==> config.mk <==
export PLATFORM = sky130hd
export DESIGN_NAME = simon_serial_ctrl
export DESIGN_NICKNAME = d
export VERILOG_FILES = /design/src/rtl/simon_serial_ctrl_pkg.sv /design/src/rtl/simon_phase_counter.sv /design/src/rtl/simon_serial_ctrl.sv
export SDC_FILE = /design/constraint.sdc
export NUM_CORES = 1
export LEC_CHECK = 0
export BUFFER_PORTS_ARGS = -buffer_cell sky130_fd_sc_hd__buf_2
export CAP_MARGIN = 5
export CORE_ASPECT_RATIO = 0.75
export CORE_MARGIN = 2
export CORE_UTILIZATION = 51
export CTS_CLUSTER_SIZE = 8
export DETAILED_ROUTE_END_ITERATION = 12
export GPL_ROUTABILITY_DRIVEN = 0
export PLACE_DENSITY = 0.74
export SYNTH_ARGS = -nofsm -noshare
export SYNTH_HDL_FRONTEND = slang
export SYNTH_SLANG_ARGS = --single-unit
==> constraint.sdc <==
create_clock -name clk -period 1.75 [get_ports clk]
set_input_delay 0.175 -clock clk [delete_from_list [all_inputs] [get_ports clk]]
set_output_delay 0.175 -clock clk [all_outputs]
set_load 0.01 [all_outputs]
==> src/rtl/simon_serial_ctrl_pkg.sv <==
// Shared constants, phase codes and FSM state type for the Simon128/128
// bit-serial sequencer.
package simon_serial_ctrl_pkg;

  localparam int unsigned SIMON_BLOCK_SIZE = 128;
  localparam int unsigned SIMON_KEY_SIZE   = 128;
  localparam int unsigned SIMON_WORD_SIZE  = 64;
  localparam int unsigned SIMON_NUM_ROUNDS = 68;
  localparam int unsigned SIMON_BC_W       = 6;
  localparam int unsigned SIMON_RC_W       = 7;
  localparam int unsigned SIMON_CNT_W      = 8;

  localparam logic [1:0] PH_IDLE  = 2'd0;
  localparam logic [1:0] PH_SHIFT = 2'd1;
  localparam logic [1:0] PH_KEY   = 2'd2;
  localparam logic [1:0] PH_RUN   = 2'd3;

  typedef enum logic [2:0] {
    ST_IDLE,
    ST_LOAD_PT,
    ST_LOAD_KEY,
    ST_RUN,
    ST_UNLOAD,
    ST_FIN
  } state_e;

  // Phase code seen by the key schedule and round datapath.
  function automatic logic [1:0] phase_code(input state_e s);
    logic [1:0] ph;
    ph = PH_IDLE;
    case (s)
      ST_LOAD_PT:  ph = PH_SHIFT;
      ST_LOAD_KEY: ph = PH_KEY;
      ST_RUN:      ph = PH_RUN;
      ST_UNLOAD:   ph = PH_SHIFT;
      default:     ph = PH_IDLE;
    endcase
    return ph;
  endfunction

endpackage

==> src/rtl/simon_phase_counter.sv <==
// Bit position, phase-length and round counters; flags the last cycle of
// the current phase.
module simon_phase_counter
  import simon_serial_ctrl_pkg::*;
#(
  parameter int unsigned WORD_SIZE  = SIMON_WORD_SIZE,
  parameter int unsigned NUM_ROUNDS = SIMON_NUM_ROUNDS,
  parameter int unsigned BC_W       = SIMON_BC_W,
  parameter int unsigned RC_W       = SIMON_RC_W,
  parameter int unsigned CNT_W      = SIMON_CNT_W
) (
  input  logic             clk,
  input  logic             rst_n,
  input  logic             clear_i,
  input  logic             enable_i,
  input  logic             count_rounds_i,
  input  logic [CNT_W-1:0] wrap_len_i,
  output logic [BC_W-1:0]  bit_counter_o,
  output logic [RC_W-1:0]  round_o,
  output logic             last_o
);

  logic [BC_W-1:0]  bc_q, bc_d;
  logic [RC_W-1:0]  round_q, round_d;
  logic [CNT_W-1:0] cnt_q, cnt_d;
  logic             word_end;

  assign word_end = (bc_q == BC_W'(WORD_SIZE - 1));

  // Next counter values: clear wins, otherwise advance while enabled.
  always_comb begin
    bc_d    = bc_q;
    round_d = round_q;
    cnt_d   = cnt_q;
    if (clear_i) begin
      bc_d    = '0;
      round_d = '0;
      cnt_d   = '0;
    end else if (enable_i) begin
      bc_d  = word_end ? '0 : bc_q + BC_W'(1);
      cnt_d = cnt_q + CNT_W'(1);
      if (count_rounds_i && word_end) begin
        round_d = round_q + RC_W'(1);
      end
    end
  end

  // Counter registers.
  always_ff @(posedge clk or negedge rst_n) begin
    if (!rst_n) begin
      bc_q    <= '0;
      round_q <= '0;
      cnt_q   <= '0;
    end else begin
      bc_q    <= bc_d;
      round_q <= round_d;
      cnt_q   <= cnt_d;
    end
  end

  // RUN is too long for the 8-bit phase counter, so it ends on round/bit.
  always_comb begin
    if (count_rounds_i) begin
      last_o = word_end && (round_q == RC_W'(NUM_ROUNDS - 1));
    end else begin
      last_o = (cnt_q == (wrap_len_i - CNT_W'(1)));
    end
  end

  assign bit_counter_o = bc_q;
  assign round_o       = round_q;

endmodule

==> src/rtl/simon_serial_ctrl.sv <==
// Top-level sequencer for the bit-serial Simon128/128 core: phase codes,
// bit position, serial input steering and ciphertext output framing.
module simon_serial_ctrl
  import simon_serial_ctrl_pkg::*;
#(
  parameter int unsigned BLOCK_SIZE = SIMON_BLOCK_SIZE,
  parameter int unsigned KEY_SIZE   = SIMON_KEY_SIZE,
  parameter int unsigned WORD_SIZE  = SIMON_WORD_SIZE,
  parameter int unsigned NUM_ROUNDS = SIMON_NUM_ROUNDS,
  parameter int unsigned BC_W       = SIMON_BC_W,
  parameter int unsigned RC_W       = SIMON_RC_W
) (
  input  logic            clk,
  input  logic            rst_n,
  input  logic            start,
  input  logic            din,
  input  logic            ct_bit,
  output logic            data_in,
  output logic [1:0]      data_rdy,
  output logic [BC_W-1:0] bit_counter,
  output logic            dout,
  output logic            dout_valid,
  output logic            busy,
  output logic            done
);

  state_e                 state_q, state_d;
  logic [SIMON_CNT_W-1:0] wrap_len;
  logic                   phase_last;
  logic                   cnt_clear;
  logic                   cnt_enable;
  logic [RC_W-1:0]        round;
  logic                   dout_q, dout_valid_q;

  simon_phase_counter #(
    .WORD_SIZE  (WORD_SIZE),
    .NUM_ROUNDS (NUM_ROUNDS),
    .BC_W       (BC_W),
    .RC_W       (RC_W),
    .CNT_W      (SIMON_CNT_W)
  ) u_phase (
    .clk            (clk),
    .rst_n          (rst_n),
    .clear_i        (cnt_clear),
    .enable_i       (cnt_enable),
    .count_rounds_i (state_q == ST_RUN),
    .wrap_len_i     (wrap_len),
    .bit_counter_o  (bit_counter),
    .round_o        (round),
    .last_o         (phase_last)
  );

  // Next-state logic and phase-length selection.
  always_comb begin
    state_d  = state_q;
    wrap_len = '0;
    case (state_q)
      ST_IDLE:     if (start) state_d = ST_LOAD_PT;
      ST_LOAD_PT: begin
        wrap_len = SIMON_CNT_W'(BLOCK_SIZE);
        if (phase_last) state_d = ST_LOAD_KEY;
      end
      ST_LOAD_KEY: begin
        wrap_len = SIMON_CNT_W'(KEY_SIZE);
        if (phase_last) state_d = ST_RUN;
      end
      ST_RUN:      if (phase_last) state_d = ST_UNLOAD;
      ST_UNLOAD: begin
        wrap_len = SIMON_CNT_W'(BLOCK_SIZE);
        if (phase_last) state_d = ST_FIN;
      end
      ST_FIN:      state_d = ST_IDLE;
      default:     state_d = ST_IDLE;
    endcase
  end

  // Counters restart on every state entry and only run in active phases.
  always_comb begin
    cnt_clear  = (state_d != state_q);
    cnt_enable = (state_q == ST_LOAD_PT) || (state_q == ST_LOAD_KEY) ||
                 (state_q == ST_RUN)     || (state_q == ST_UNLOAD);
  end

  // State register.
  always_ff @(posedge clk or negedge rst_n) begin
    if (!rst_n) state_q <= ST_IDLE;
    else        state_q <= state_d;
  end

  // Ciphertext output is the datapath bit delayed by one cycle.
  always_ff @(posedge clk or negedge rst_n) begin
    if (!rst_n) begin
      dout_q       <= 1'b0;
      dout_valid_q <= 1'b0;
    end else begin
      dout_q       <= (state_q == ST_UNLOAD) ? ct_bit : 1'b0;
      dout_valid_q <= (state_q == ST_UNLOAD);
    end
  end

  // Combinational outputs decoded from state.
  always_comb begin
    data_rdy = phase_code(state_q);
    data_in  = ((state_q == ST_LOAD_PT) || (state_q == ST_LOAD_KEY)) ? din : 1'b0;
    busy     = (state_q != ST_IDLE);
    done     = (state_q == ST_FIN);
  end

  assign dout       = dout_q;
  assign dout_valid = dout_valid_q;

endmodule

---- After elaboration in Yosys (flattened, before gate mapping) ----
Index checks and enable logic that the tools add are counted.
storage, ports and cells
  input bits .............................. 5
  register bits ........................... 26
  word-level logic and storage cells ...... 50
operators by class
  equal/unequal tests ..................... 9
  reduce and logical (&&, ||, !) cells .... 12
  add/sub/neg operators ................... 4
  mux-type cells .......................... 19
operators by type and width
  cell                                                                    number
  8-bit two-way mux                                                       3
  7-bit two-way mux                                                       3
  6-bit two-way mux                                                       3
  3-bit two-way mux                                                       5
  3-bit one-hot mux with 5 select lines                                   1
  8-bit by 1-bit adder with 8-bit output (second input constant)          1
  8-bit equality test                                                     1
  8-bit by 1-bit subtractor with 8-bit output (second input constant)     1
  7-bit by 1-bit adder with 7-bit output (second input constant)          1
  7-bit equality test (second input constant)                             1
  6-bit by 1-bit adder with 6-bit output (second input constant)          1
  3-bit by 2-bit equality test with 1-bit output (second input constant)  2
  3-bit equality test (second input constant)                             2
  6-bit equality test (second input constant)                             1
  2-bit one-hot mux with 3 select lines                                   1
  2-bit nonzero test                                                      2
  3-bit by 1-bit equality test with 1-bit output (second input constant)  1
  3-bit logical NOT                                                       1
  1-bit logical OR                                                        3
  1-bit two-way mux                                                       3
  3-bit inequality test                                                   1
  3-bit nonzero test                                                      1
  3-bit OR reduction                                                      1
  1-bit logical AND                                                       2
  other kinds (2)                                                         2

---- Longest topological paths before layout ----
  word-level depth ........................ 11
  gate-level depth with buffers ........... 6
  depth with buffers taken out ............ 5

---- Cells and area by module ----
A second synthesis with hierarchy kept.
second synthesis, totals
  cells, all modules ...................... 183
  area total of the unflattened synthesis .. 1651.6 um2
modules (own cells, without submodules)
  module               sequential area each (um2)  times used  cells each  area an instance (um2)
  simon_phase_counter  525.5                       1           148         1320.0
  simon_serial_ctrl    125.1                       1           35          331.6

---- Worst setup path after synthesis ----
Ideal clock, no wire load.
  path kind ............................... register -> register
  from .................................... register u_phase.cnt_q[0]
  to ...................................... register u_phase.bc_q[3], in the netlist u_phase.bit_counter_o[3]
  arrival ................................. 1734 ps
  required time ........................... 1663 ps
  period minus slack after synthesis ...... 1821 ps
  library setup time ...................... 87 ps
  stages on the path, launching flop included .. 7
  slack ................................... -71 ps
  path through ............................ dfrtp_1 -> ha_1 -> and3b_1 -> and3_1 -> or4_4 -> buf_6 -> a22oi_1
on the way
  longest elaborated chain between the ends .. 6
ends and longest elaborated chain
  what                                                     line                       text
  start, declared                                          simon_phase_counter.sv:25  logic [CNT_W-1:0] cnt_q, cnt_d;
  start signal, assigned                                   simon_phase_counter.sv:57  cnt_q <= cnt_d;
  8-bit equality test (*)                                  simon_phase_counter.sv:66  last_o = (cnt_q == (wrap_len_i - CNT_W'(1)));
  1-bit two-way mux (*)                                    simon_phase_counter.sv:63  if (count_rounds_i) begin
  3-bit two-way mux (on tied branches)                     n/a
  3-bit one-hot mux with 5 select lines (*)                simon_serial_ctrl.sv:57    case (state_q)
  3-bit inequality test (*)                                simon_serial_ctrl.sv:79    cnt_clear = (state_d != state_q);
  6-bit two-way mux or 2-bit nonzero test (tied branches)  n/a
  end signal, assigned                                     simon_phase_counter.sv:51  bc_q <= '0;
  end signal, assigned                                     simon_phase_counter.sv:55  bc_q <= bc_d;
  end, declared                                            simon_phase_counter.sv:23  logic [BC_W-1:0] bc_q, bc_d;
Every way passes the cells marked *; elsewhere a longest branch is shown, timed or not.
A chain may end at the register's enable or synchronous reset.

---- Worst setup path after layout ----
  from .................................... register u_phase.round_q[5], in the netlist u_phase.round_o[5]
  to ...................................... register state_q[0]
on the way
  longest elaborated chain between the ends .. 5
ends and longest elaborated chain
  what                                       line                       text
  start, declared                            simon_phase_counter.sv:24  logic [RC_W-1:0] round_q, round_d;
  start signal, assigned                     simon_phase_counter.sv:56  round_q <= round_d;
  7-bit equality test (*)                    simon_phase_counter.sv:64  last_o = word_end && (round_q == RC_W'(NUM_ROUNDS - 1));
  1-bit logical AND (*)                      simon_phase_counter.sv:64
  1-bit two-way mux (*)                      simon_phase_counter.sv:63
  3-bit two-way mux (on tied branches)       n/a
  3-bit one-hot mux with 5 select lines (*)  simon_serial_ctrl.sv:57
  net state_d[0]                             simon_serial_ctrl.sv:27    state_e state_q, state_d;
  end signal, assigned                       simon_serial_ctrl.sv:87    else state_q <= state_d;
  end, declared                              simon_serial_ctrl.sv:27
The timed path passes the listed nets; every way through them passes the cells marked *.

==> reports/metrics.yaml <==
outcome:
  status: "complete, but fails checks"
  violations: "setup timing"
clock_tree:
  cts_buffer_depth: 2
  clkTransAtPathRegs_ns: 0.09
  cts_tree: "done"
  htreeDepth: 1
  root_buffer: "clkbuf_8"
  cts_sinks: 26
  clk_latency_ns: 0.28
  cts_buffers: 3
synth:
  synthFlopType: "dfrtp_1"
  synth_most_common_cell: "dfrtp_1"
  synth_cell_types: 40
  netlist_instances: 152
  yosys-top-cells-area: "dfrtp_1 44%, a21oi_1 6.0%, xor2_1 4.7%"
  syn_nets: 160
  syn_area_mm2: 0.001495
  synth_common_cells: "26 x dfrtp_1, 18 x a21oi_1, 9 x nand4_1, 8 x xor2_1"
  synth-xor-area-share_pct: 8.201
  synth_fa_ha_area_share_pct: 2.510
  synthMuxAreaShare_pct: 2.008
  synth_top_family_by_area: "simple AND/OR/NAND/NOR gates"
  yosys.area.top_type: "dfrtp_1"
  synth_edf_count: 0
  synth_top_area_share_pct: 43.51
  ys_warn_count: 0
  synth-simple-area-share_pct: 22.93
  yosysSeqAreaShare_pct: 43.51
  synth-seq-cells: 26
  synth-async-reset-ratio_pct: 100.0
  avgSynthCellArea_um2: 9.837
  synth_compound_area_share_pct: 15.15
sta:
  worst_pin_slew_ns: 0.5822
  post-route-period-util_pct: 106.1
  slew_headroom_pct: 61.19
  min_period_ns: 1.857
  slew_violations: 0
  max_freq_mhz: 538.5
  setup_viol: 22
  hold_viol: 0
  fin_worst_skew_ns: 0.001104
  fin_ws_ns: -0.1070
  rsz0062_at_grt: "yes"
  fin_setup_tns_ns: -1.025
drt:
  wire_per_inst_um: 16.15
  viasPerCell: 6.049
  route.detailed.drc: 0
  first_iter_violations: 120
  ant_nets: 0
  first_pass_iters: 4
  via_count: 1361
  routed_wl_mm: 3.633
cells_and_area:
  final_area_mm2: 0.001858
  nFillCells: 211
  antenna_cells: 0
  nNetsFinal: 198
  syn_to_final_growth_pct: 24.27
  drive_gt1_share_pct: 29.63
  fin_cells: 225
pwr:
  ir_drop_mv: 0.7614
  clkPwrFrac_pct: 25.2
  seqPwrFrac_pct: 41.4
  pwr-share-comb_pct: 33.4
  sw_frac_of_total_pct: 32.31
  total_power_mw: 1.984
  p_int_mw: 1.343
  p_leak_nw: 0.8778
  power_density_mw_per_mm2: 1068
  p_switching_mw: 0.6412
die:
  core_mm2: 0.002703
  rows: 16
  pin_count: 18
  die_y_um: 50.89
  chipWidth_um: 66.52
  die_area_mm2: 0.003385
  start_util_pct: 55.32
setup_path:
  crit_start: "u_phase.round_o[5]$_DFFE_PN0P_"
  r2r_cells: 5
  critPathCapture: "state_q[0]$_DFF_PN0_"
  crit_path_top_delay_cell: "or4b_4"
  rr_startpoint: "u_phase.round_o[5]$_DFFE_PN0P_"
  slowest_delay_ns: 0.57
  crit_path_end_kind: "flip-flop"
  path_max_fanout: 3
  crit_path_start_kind: "flip-flop"
  crit_type: "flip-flop to flip-flop"
  worst_ep_required_time_ns: 1.92
  reg2reg_slack_ns: -0.11
  worstPathCellList: "or4b_4 > nor4_4 > buf_4 > nor2_1 > a32o_1"
  crit_arrival_ns: 2.03
  r2r-end: "state_q[0]$_DFF_PN0_"
place:
  dp_cells: 218
  dp_hpwl_mm: 2.404
  dp_slack_ns: -0.08070
  io_buffers: 17
  placed_cell_area_mm2: 0.001742
hold_path:
  worst_hold_path_type: "input pin to flip-flop"
  min_path_cells: 2
grt:
  grt_max_degree: 27
  antenna_found_initial: 0
  grt_pass1_vias: 1259
  grt_pass1_wl_mm: 6.072
  grt_usage_pct: 24.02
  overflow: 0
run:
  cap_violations: 0
## worst min path at each step
stage / startpoint / to / slack (ns)
finish: ct_bit / dout$_DFF_PN0_ / 0.13
global route: ct_bit / dout$_DFF_PN0_ / 0.15
CTS: ct_bit / dout$_DFF_PN0_ / 0.13
detailed placement: rst_n / u_phase.bit_counter_o[3]$_DFFE_PN0P_ / 0.20
global placement: rst_n / u_phase.bit_counter_o[3]$_DFFE_PN0P_ / 0.20
floorplan: rst_n / dout$_DFF_PN0_ / -0.12
## per-layer routing
metal / track usage (%) / share of wire (%) / vias to the layer above
met5: 0 / 0 / -
met4: 3.401 / 0.52 / 0
met3: 6.388 / 5.1 / 4
met2: 40.00 / 49 / 40
met1: 32.38 / 45 / 679
li1: - / - / 638
## cells by family after synthesis
| family | count (synthesis) |
|---|---|
| flops | 26 |
| buf+inv | 16 |
| mux | 3 |
| fa+ha+maj | 3 |
| simple gates | 54 |
| xor+xnor | 14 |
| compound gates | 36 |
## flip-flops by register name (all words and copies together), names as in the netlist
name and count:
u_phase.bit_counter_o 6, u_phase.cnt_q 8, state_q 3, u_phase.round_o 7, dout 1, dout_valid 1
## per-stage QoR
stage	utilization (%)	hold slack (ns)
6_report	68.75	0.1325
5_1_grt	68.75	0.1535
4_1_cts	67.87	0.1335
3_5_place_dp	64.44	0.2029
3_3_place_gp	64.44	0.1999
2_1_floorplan	-	-0.1206
## final cells by class
class / instances / area (µm²) / share of cell area (%)
Clock buffer: 3 / 41.29 / 2.222
Clock inverter: 1 / 30.03 / 1.616
Inverter: 6 / 22.52 / 1.212
Multi-Input combinational cell: 111 / 789.5 / 42.49
Sequential cell: 26 / 650.6 / 35.02
Tap cell: 36 / 45.04 / 2.424
Timing Repair Buffer: 42 / 279.0 / 15.02
## power groups by stage
| stage | registers, mW | clock network (mW) | logic, mW |
|---|---|---|---|
| 3_5_place_dp | 0.831 | 0 | 0.644 |
| 3_3_place_gp | 0.819 | 0 | 0.625 |
| 5_1_grt | 0.841 | 0.533 | 0.754 |
| 4_1_cts | 0.820 | 0.506 | 0.661 |
| 6_report | 0.821 | 0.500 | 0.663 |
| 2_1_floorplan | 0.862 | 0 | 0.346 |
## layout by cell type (no fill, tap or decap), drive strengths merged, types with 4 or more instances in the layout
cell type,n
buf,41
dfrtp,26
a21oi,18
nand4,9
xor2,8
nand2,6
inv,6
xnor2,6
and3,6
nand3,6
nor2,4
nor3,4
a22oi,4
## critical path, delay by kind of cell, from the launching register on
family / cells / cell delay (ns)
AOI/OAI and AO/OA: 1 / 0.22
buffers and inverters: 1 / 0.18
DFF: 1 / 0.39
and+or+nand+nor: 3 / 0.96
## timing repair
item                       in CTS  in global routing
buffers inserted                0                  1
cloned                          1                  0
hold endpoints to repair       26                  0
setup endpoints to repair      22                 24
resized for setup               1                  4
pin swaps                       1                  1
hold buffers                    1                  0
(Power assumes the default switching activity.)
